===== config.mk =====
export PLATFORM = sky130hd
export DESIGN_NAME = ifc_value_arbiter
export DESIGN_NICKNAME = d
export VERILOG_FILES = /design/src/rtl/ifc_arb_pkg.sv /design/src/rtl/ifc_arb_pick.sv /design/src/rtl/ifc_value_arbiter.sv
export SDC_FILE = /design/constraint.sdc
export NUM_CORES = 1
export LEC_CHECK = 0
export CAP_MARGIN = 20
export CORE_MARGIN = 3
export CORE_UTILIZATION = 32
export DETAILED_ROUTE_END_ITERATION = 10
export PLACE_DENSITY = 0.87
export SKIP_CTS_REPAIR_TIMING = 1
export SYNTH_ARGS = -nofsm -noshare
export SYNTH_HDL_FRONTEND = slang
export SYNTH_SLANG_ARGS = --single-unit
export TNS_END_PERCENT = 10

===== constraint.sdc =====
create_clock -name clk -period 1.9 [get_ports clk]
set_clock_uncertainty 0.2 [all_clocks]
set_input_delay 0.38 -clock clk [delete_from_list [all_inputs] [get_ports clk]]
set_output_delay 0.38 -clock clk [all_outputs]
set_load 0.1 [all_outputs]

===== src/rtl/ifc_arb_pkg.sv =====
// Shared types and constants for the ifc_value_arbiter block.
package ifc_arb_pkg;

   typedef enum logic {ARB_IDLE, ARB_COOL} arb_state_e;

   localparam int unsigned MODE_RR    = 0;
   localparam int unsigned MODE_FIXED = 1;
   localparam int unsigned STAT_W     = 16;

endpackage


===== src/rtl/ifc_arb_pick.sv =====
// Combinational winner picker: round-robin after rr_last, or lowest index first.
module ifc_arb_pick
   import ifc_arb_pkg::*;
#(
   parameter int unsigned NREQ = 4,
   parameter int unsigned MODE = MODE_RR,
   localparam int unsigned IDW = $clog2(NREQ)
) (
   input  logic [NREQ-1:0] elig,
   input  logic [IDW-1:0]  rr_last,
   output logic            any,
   output logic [IDW-1:0]  winner
);

   always_comb begin
      int unsigned k;
      any    = 1'b0;
      winner = '0;
      k      = 0;
      for (int unsigned i = 0; i < NREQ; i++) begin
         if (MODE == MODE_FIXED) begin
            k = i;
         end else begin
            k = (32'(rr_last) + i + 1) % NREQ;
         end
         if (!any && elig[k[IDW-1:0]]) begin
            any    = 1'b1;
            winner = k[IDW-1:0];
         end
      end
   end

endmodule


===== src/rtl/ifc_value_arbiter.sv =====
// Arbitrates NREQ writers onto one shared value register with a post-commit cooldown.
// Optional per-requester grant counters are built when IFC_ARB_STATS_EN is defined.
module ifc_value_arbiter
   import ifc_arb_pkg::*;
#(
   parameter int unsigned NREQ     = 4,
   parameter int unsigned WIDTH    = 32,
   parameter int unsigned MODE     = 0,
   parameter int unsigned COOLDOWN = 2
) (
   input  logic                    clk,
   input  logic                    rst,
   input  logic [NREQ-1:0]         req,
   input  logic [NREQ*WIDTH-1:0]   wdata,
   output logic [NREQ-1:0]         ack,
   output logic [$clog2(NREQ)-1:0] gnt_id,
   output logic [WIDTH-1:0]        value,
   output logic                    value_vld,
   output logic                    busy
`ifdef IFC_ARB_STATS_EN
   ,
   output logic [NREQ*STAT_W-1:0]  stat_cnt
`endif
);

   localparam int unsigned IDW = $clog2(NREQ);

   if (!(MODE == MODE_RR || MODE == MODE_FIXED) || NREQ < 2 || NREQ > 16 || COOLDOWN > 15)
   begin : g_bad_param
      $error("ifc_value_arbiter: illegal MODE/NREQ/COOLDOWN");
   end

   arb_state_e       state_q, state_d;
   logic [3:0]       cnt_q, cnt_d;
   logic [WIDTH-1:0] value_q, value_d;
   logic             vld_q, vld_d;
   logic [NREQ-1:0]  ack_q, ack_d;
   logic [IDW-1:0]   gnt_q, gnt_d;
   logic [IDW-1:0]   rr_q, rr_d;

   logic [NREQ-1:0]  elig;
   logic             any;
   logic [IDW-1:0]   win;
   logic [WIDTH-1:0] win_data;

   // A requester is masked while its ack is visible so a held req is not re-granted stale data.
   assign elig = req & ~ack_q;

   ifc_arb_pick #(
      .NREQ (NREQ),
      .MODE (MODE)
   ) u_pick (
      .elig    (elig),
      .rr_last (rr_q),
      .any     (any),
      .winner  (win)
   );

   always_comb begin
      win_data = '0;
      for (int k = 0; k < NREQ; k++) begin
         if (win == IDW'(k)) win_data = wdata[k*WIDTH +: WIDTH];
      end
   end

   always_comb begin
      state_d = state_q;
      cnt_d   = cnt_q;
      value_d = value_q;
      vld_d   = vld_q;
      ack_d   = '0;
      gnt_d   = gnt_q;
      rr_d    = rr_q;
      unique case (state_q)
         ARB_IDLE: begin
            if (any) begin
               value_d    = win_data;
               vld_d      = 1'b1;
               gnt_d      = win;
               rr_d       = win;
               ack_d[win] = 1'b1;
               if (COOLDOWN > 0) begin
                  state_d = ARB_COOL;
                  cnt_d   = 4'(COOLDOWN - 1);
               end
            end
         end
         ARB_COOL: begin
            if (cnt_q == 4'd0) begin
               state_d = ARB_IDLE;
            end else begin
               cnt_d = cnt_q - 4'd1;
            end
         end
         default: state_d = ARB_IDLE;
      endcase
   end

   always_ff @(posedge clk) begin
      if (rst) begin
         state_q <= ARB_IDLE;
         cnt_q   <= '0;
         value_q <= '0;
         vld_q   <= 1'b0;
         ack_q   <= '0;
         gnt_q   <= '0;
         rr_q    <= IDW'(NREQ - 1);
      end else begin
         state_q <= state_d;
         cnt_q   <= cnt_d;
         value_q <= value_d;
         vld_q   <= vld_d;
         ack_q   <= ack_d;
         gnt_q   <= gnt_d;
         rr_q    <= rr_d;
      end
   end

   assign ack       = ack_q;
   assign gnt_id    = gnt_q;
   assign value     = value_q;
   assign value_vld = vld_q;
   assign busy      = (state_q == ARB_COOL);

`ifdef IFC_ARB_STATS_EN
   logic [STAT_W-1:0] stat_q [NREQ];
   logic [STAT_W-1:0] stat_d [NREQ];

   // Counters bump on the commit edge so the count is visible alongside the ack.
   always_comb begin
      for (int k = 0; k < NREQ; k++) begin
         stat_d[k] = stat_q[k];
         if (ack_d[k] && (stat_q[k] != '1)) stat_d[k] = stat_q[k] + 1'b1;
      end
   end

   always_ff @(posedge clk) begin
      for (int k = 0; k < NREQ; k++) begin
         if (rst) stat_q[k] <= '0;
         else     stat_q[k] <= stat_d[k];
      end
   end

   for (genvar g = 0; g < NREQ; g++) begin : g_stat
      assign stat_cnt[g*STAT_W +: STAT_W] = stat_q[g];
   end
`endif

endmodule

### Word level (Yosys, flattened, before mapping)

Index checks and enable logic that the tools add are counted.
Widths: inputs -> output; s select.

| word-level totals | value |
|---|---|
| register bits | 46 |
| input port bits | 134 |
| output and inout port bits | 40 |
| word-level logic and storage cells | 69 |

| operators by class | value |
|---|---|
| add/sub/neg operators | 7 |
| magnitude comparators | 6 |
| eq/ne operators | 5 |
| multiplexer cells | 28 |
| bitwise gates (word level) | 4 |
| reduce and logical (&&, ||, !) cells | 12 |

Operator list:

| operator | count |
|---|---|
| $mux 32 | 4 |
| $lt 2x3->1 const B | 5 |
| $mux 1 | 11 |
| $add 2x1->2 const B | 4 |
| $bmux 1 s2 | 4 |
| $mux 2 | 4 |
| $mux 4 | 2 |
| $pmux 4 s2 | 1 |
| $add 2x2->2 const B | 2 |
| $and 4x4->4 | 1 |
| $eq 2x2->1 const B | 2 |
| $logic_and 1x1->1 | 4 |
| $logic_not 4->1 | 1 |
| $ne 2x2->1 const B | 2 |
| $not 4->4 | 1 |
| $reduce_and 2->1 | 2 |
| $sub 4x1->4 const B | 1 |
| $logic_not 1->1 | 3 |
| $reduce_or 3->1 | 1 |
| $demux 1 s2 | 1 |
| $eq 2x1->1 const B | 1 |
| $ge 2x1->1 const B | 1 |
| $logic_not 2->1 | 1 |
| $not 1->1 | 2 |
| $pmux 1 s2 | 1 |

### Longest topological paths before layout

Gate-level depths: netlist of run 1.

| depth | value |
|---|---|
| depth in word-level cells | 19 |
| gate-level depth with buffers | 8 |
| mapped depth without buffers | 6 |

### By module

Synthesis of run 1 repeated with hierarchy kept, for this count alone.

| second synthesis, totals | value |
|---|---|
| cell total of the unflattened synthesis | 256 |
| area, all modules | 2,555.0 um2 |

Modules (own cells, without submodules):

| module | times used | cells an instance | area each (um2) | seq. area each (um2) |
|---|---|---|---|---|
| ifc_value_arbiter | 1 | 242 | 2,463.6 | 920.9 |
| ifc_arb_pick | 1 | 14 | 91.3 | 0.0 |

### Worst setup path after synthesis of run 1

No wires, ideal clock.

| timing path | value |
|---|---|
| path kind | flip-flop to flip-flop |
| start | register ack_q[1], in the netlist ack[1] |
| end | register value_q[22], in the netlist value[22] |
| library setup time | 138 ps |
| data arrival time | 2,263 ps |
| required time | 1,562 ps |
| slack | -701 ps |
| cell stages (with the launch flop) | 9 |
| buffers on the path | 3 |
| period minus slack after synthesis | 2,601 ps |
| path through | dfxtp_1 -> nand2b_1 -> o22ai_1 -> a211o_1 -> buf_4 -> buf_12 -> buf_12 -> mux2i_1 -> o221ai_1 |

| on the way | value |
|---|---|
| word-level cells in the longest chain between the ends | 19 |
| elaborated cells on any way between the ends | 33 |
| classes of those cells | eq/ne (3); mux (20); bitwise (2); reduce/logical (8) |

Ends and longest elaborated chain:

| item | line | RTL |
|---|---|---|
| start, declared | ifc_value_arbiter.sv:37 | `logic [NREQ-1:0] ack_q, ack_d;` |
| start signal, assigned | ifc_value_arbiter.sv:113 | `ack_q <= ack_d;` |
| $not 4->4 * | ifc_value_arbiter.sv:47 | `assign elig = req & ~ack_q;` |
| $and 4x4->4 * | ifc_value_arbiter.sv:47 |  |
| $bmux 1 s2 | ifc_arb_pick.sv:26 | `if (!any && elig[k[IDW-1:0]]) begin` |
| $mux 1 (implied by the code) | ifc_arb_pick.sv:26 |  |
| $mux 1 | ifc_arb_pick.sv:26 |  |
| $logic_not 1->1 | ifc_arb_pick.sv:26 |  |
| $logic_and 1x1->1 | ifc_arb_pick.sv:26 |  |
| $mux 1 | ifc_arb_pick.sv:26 |  |
| $logic_not 1->1 | ifc_arb_pick.sv:26 |  |
| $logic_and 1x1->1 | ifc_arb_pick.sv:26 |  |
| $mux 1 | ifc_arb_pick.sv:26 |  |
| $logic_not 1->1 | ifc_arb_pick.sv:26 |  |
| $logic_and 1x1->1 | ifc_arb_pick.sv:26 |  |
| $mux 2 | ifc_arb_pick.sv:26 |  |
| $logic_not 2->1 | ifc_value_arbiter.sv:62 | `if (win == IDW'(k)) win_data = wdata[k*WIDTH +: WIDTH];` |
| $mux 32 (4 in a row) | ifc_value_arbiter.sv:62 |  |
| end signal, assigned | ifc_value_arbiter.sv:111 | `value_q <= value_d;` |
| end, declared | ifc_value_arbiter.sv:35 | `logic [WIDTH-1:0] value_q, value_d;` |

Every way passes the cells marked *; elsewhere a longest branch is shown, timed or not. The select of a mux whose other input is x is not followed.
A chain may end at the register's enable or synchronous reset.

### Worst setup path after layout of run 1

| timing path | value |
|---|---|
| start | register rr_q[1] |
| end | register value_q[19], in the netlist value[19] |

| on the way | value |
|---|---|
| word-level cells in the longest chain between the ends | 18 |
| elaborated cells on any way between the ends | 37 |
| classes of those cells | add/sub (6); eq/ne (3); mux (20); reduce/logical (8) |

Ends and longest elaborated chain:

| item | line | RTL |
|---|---|---|
| start, declared | ifc_value_arbiter.sv:39 | `logic [IDW-1:0] rr_q, rr_d;` |
| start signal, assigned | ifc_value_arbiter.sv:107 | `rr_q <= IDW'(NREQ - 1);` |
| start signal, assigned | ifc_value_arbiter.sv:115 | `rr_q <= rr_d;` |
| parallel branches: the longest is 18 deep, another holds $add 2x1->2 | - |  |

Parallel ways; which one is timed is not known. The select of a mux whose other input is x is not followed.

==> results of run 1 <==
[state kept, by name (all words and copies together), names as in the netlist]
name and count:
value 32, ack 4, cnt_q 4, gnt_id 2, rr_q 2, busy 1
value_vld 1
[cells in the final DEF (no fill, tap or decap), drive strengths merged, types with 3 or more instances in the layout]
cell type,n
dfxtp,46
nand2b,4
a21oi,3
o21ai,3
nor2b,3
buf,67
o221ai,32
a211o,3
mux2i,64
inv,4
nand2,35
clkdlybuf4s50,131
nor2,14
clkbuf,9
nor3,7
[kinds of logic after synthesis]
| logic type | synth area share, % |
|---|---|
| compound gates | 16.42 |
| xor+xnor | 0.7207 |
| flops | 37.88 |
| simple gates | 12.25 |
| fa+ha+maj | 0.5146 |
| buf+inv | 5.867 |
| mux | 26.35 |
[final cells by class]
| class | instances | share of cell area (%) |
|---|---|---|
| repair buffers | 203 | 48.30 |
| multi-input cells | 185 | 29.01 |
| flip-flops and latches | 46 | 18.38 |
| well taps | 99 | 2.426 |
| clock buffers | 6 | 1.421 |
| inverters | 4 | 0.2940 |
| clock inverters | 2 | 0.1715 |
[critical path, stage by stage (launching register included)]
cell and delay [ns]:
sky130_fd_sc_hd__dfxtp_2 0.36, sky130_fd_sc_hd__or4b_4 0.53, sky130_fd_sc_hd__o31ai_4 0.10, sky130_fd_sc_hd__a211o_4 0.27, sky130_fd_sc_hd__clkbuf_16 0.19, sky130_fd_sc_hd__mux2i_1 0.25, sky130_fd_sc_hd__o221ai_1 0.13
[per-layer routing]
metal / vias to the layer above / share of wire (%) / GRT usage (%)
li1: 1333 / - / -
met1: 1354 / 35 / 20.56
met2: 119 / 56 / 38.03
met3: 14 / 7.5 / 7.401
met4: 0 / 1.5 / 5.495
met5: - / 0 / 0
[where the power goes]
part / internal (W) / switching (W)
sequential: 0.00117 / 0.000207
combinational: 0.00153 / 0.00202
clock: 0.000254 / 0.000331
[per-stage QoR]
stage	util (%)	cell area, µm²
final	69.65	5106
after detailed placement	65.88	4830
after floorplan	-	2466
after CTS	66.99	4911
after global routing	69.65	5106
after global placement	65.88	4830
[final timing paths]
path	from	endpoint	slack, ns	cells after the start
max reg2reg	rr_q[1]	value[19]	-0.25	6
min reg2reg	gnt_id[1]	gnt_id[1]	0.29	2
min	gnt_id[1]	gnt_id[1]	0.29	2
max	rr_q[1]	value[19]	-0.25	6
==> summary by stage, run 1 <==
CTS
The longest clock path from root to sink contains 2 buffers. The clock-pin slew on the worst setup and hold paths is 0.08 ns. In this run, CTS created clock tree buffers numbering 5. The number of sinks on the clock net is 46. TritonCTS built the clock tree.

The level count of the clock H-tree is 2. The cell sitting at the root of the clock tree is a sky130_fd_sc_hd__clkbuf_8. The later pin in the worst-skew pair is clocked with a latency of approximately 0.30 ns.

Power
The total power density per cell area is 1078 nW/µm². VDD sags by at most around 0.65 mV. The total design power is 0.005507 W. For this design the static power due to leakage is 2.111 nW.

Finish
The count of fill cells added during filler insertion is between 500 and 600. The register area is around 940 µm². Summing all multi-input logic gate instances after layout gives 1481 µm².

The post-layout net count is 580. The area growth from synthesis to final layout is 110.0%. The number of cells in the finished layout apart from fillers is about 550.

0 antenna diodes ended up in the layout. Cells with a size suffix above 1 make up ~22% of the layout.

STA
The final sum of negative setup slack is -5.751 ns. Final hold analysis gives a worst-case slack of 0.2938 ns. The final-report hold violation count is 0. The final critical delay including setup and external delays is approximately 2.1 ns.

The final-report max-slew violation count was 0. Measured against its own limit, the worst slew margin works out to around four fifths. Derived from the worst setup path, the maximum achievable clock frequency is ~470 MHz. Setup repair after global routing could not meet its margin everywhere.

The share of the cycle needed by the critical path after routing is 113.1%. For the pin with the worst max-slew slack, the measured transition is ~0.29 ns. Across all setup checks in the final design, the least slack found is -0.2491 ns. The total setup violations reported at the end of the flow is 34.

Floorplanning
The number of ports placed on the die boundary is about 170. The count of standard-cell rows is 31. Once the floorplan was initialized, standard cells occupied between 30% and 40% of the core.

The die area is ~8700 µm². The die is around 93 µm tall. The width of the die is roughly 93 µm. The core region area is 7331 µm².

Critical path
STA classifies the critical path startpoint as a flop. The critical path is of the reg2reg type. For the worst setup path, the data required time is around 1.9 ns. The signal arrival time at the worst endpoint is 2.12 ns.

The nature of the critical path endpoint is a flop. In this run the worst path has a maximum fanout of 7.

Synth
The post-synthesis instance area is about 2400 µm². The most common flop cell mapped by yosys is sky130_fd_sc_hd__dfxtp_1. Synthesis instantiated 32 different standard cells from the library. Counting flops and latches in the post-synthesis netlist gives 46. The largest total area in the synthesized netlist belongs to sky130_fd_sc_hd__dfxtp_1. Counting flops with an async set or reset pin after synthesis yields a share of 0%. By area the synthesized netlist is led by sky130_fd_sc_hd__dfxtp_1, sky130_fd_sc_hd__mux2i_1, sky130_fd_sc_hd__o221ai_1. Ranked by instance count, the synthesized netlist is headed by sky130_fd_sc_hd__mux2i_1, sky130_fd_sc_hd__dfxtp_1, sky130_fd_sc_hd__nand2_1. The share of the Yosys chip area taken by registers is between 30% and 40%.

The net count after synthesis is around 400. The share of the synthesized area in the top cell type is a little under two fifths. The Yosys warning count is 0. In the post-synthesis netlist, the cell with the most instances is sky130_fd_sc_hd__mux2i_1. Each instance of the synthesized netlist takes up on average approximately 9.6 µm².

The cell count after synthesis is 254. In this run, synthesis inferred 0 flip-flops with an integrated enable.

Place
Buffers placed on the I/O ports in this run total ~170. The post-place setup slack is -0.7588 ns. The number of cells after detailed placement is between 500 and 600.

The detailed placer's ending HPWL is between 7000 and 8000 µm. The congestion estimate from routability-driven global placement came to 0.8227.

Detailed routing
In the routed design, unresolved DRC markers number 0. After detailed routing, the average wire length per cell comes to 17.71 µm. In this run, the number of DRC markers left after iteration 0 of detailed routing was between 100 and 150. The via-per-instance ratio is between 5 and 6.

For this block, the routed nets add up to between 9000 and 10000 µm of wire. In this run the remaining antenna-violating nets after routing total 0. For this run, the detailed router's first-pass iteration total came to 4.

The via count is 2820.

GRT
For this run the aggregate overflow at the end of global routing stands at 0. Entering global routing, the biggest net connects 22 pins. The number of global-route vias before repair was 2907. The initial antenna violation count is 0. Global routing used roughly a fifth of the available tracks. The wire length of the first global-routing pass is ~14000 µm.

Run status
The flow ran to the end, but the final reports show violations. The final reports fail on setup timing.

Worst hold path
The tightest min-delay check is of the reg2reg type.

Job
Across the run, the number of max-cap violations was 0.
Power figures use the tool's default switching activity.
==> run 2, diff against run 1 <==
- SLEW_MARGIN: unset -> 20
==> results of run 2 <==
The final DEF is identical to that of run 1; final timing and power are the same.
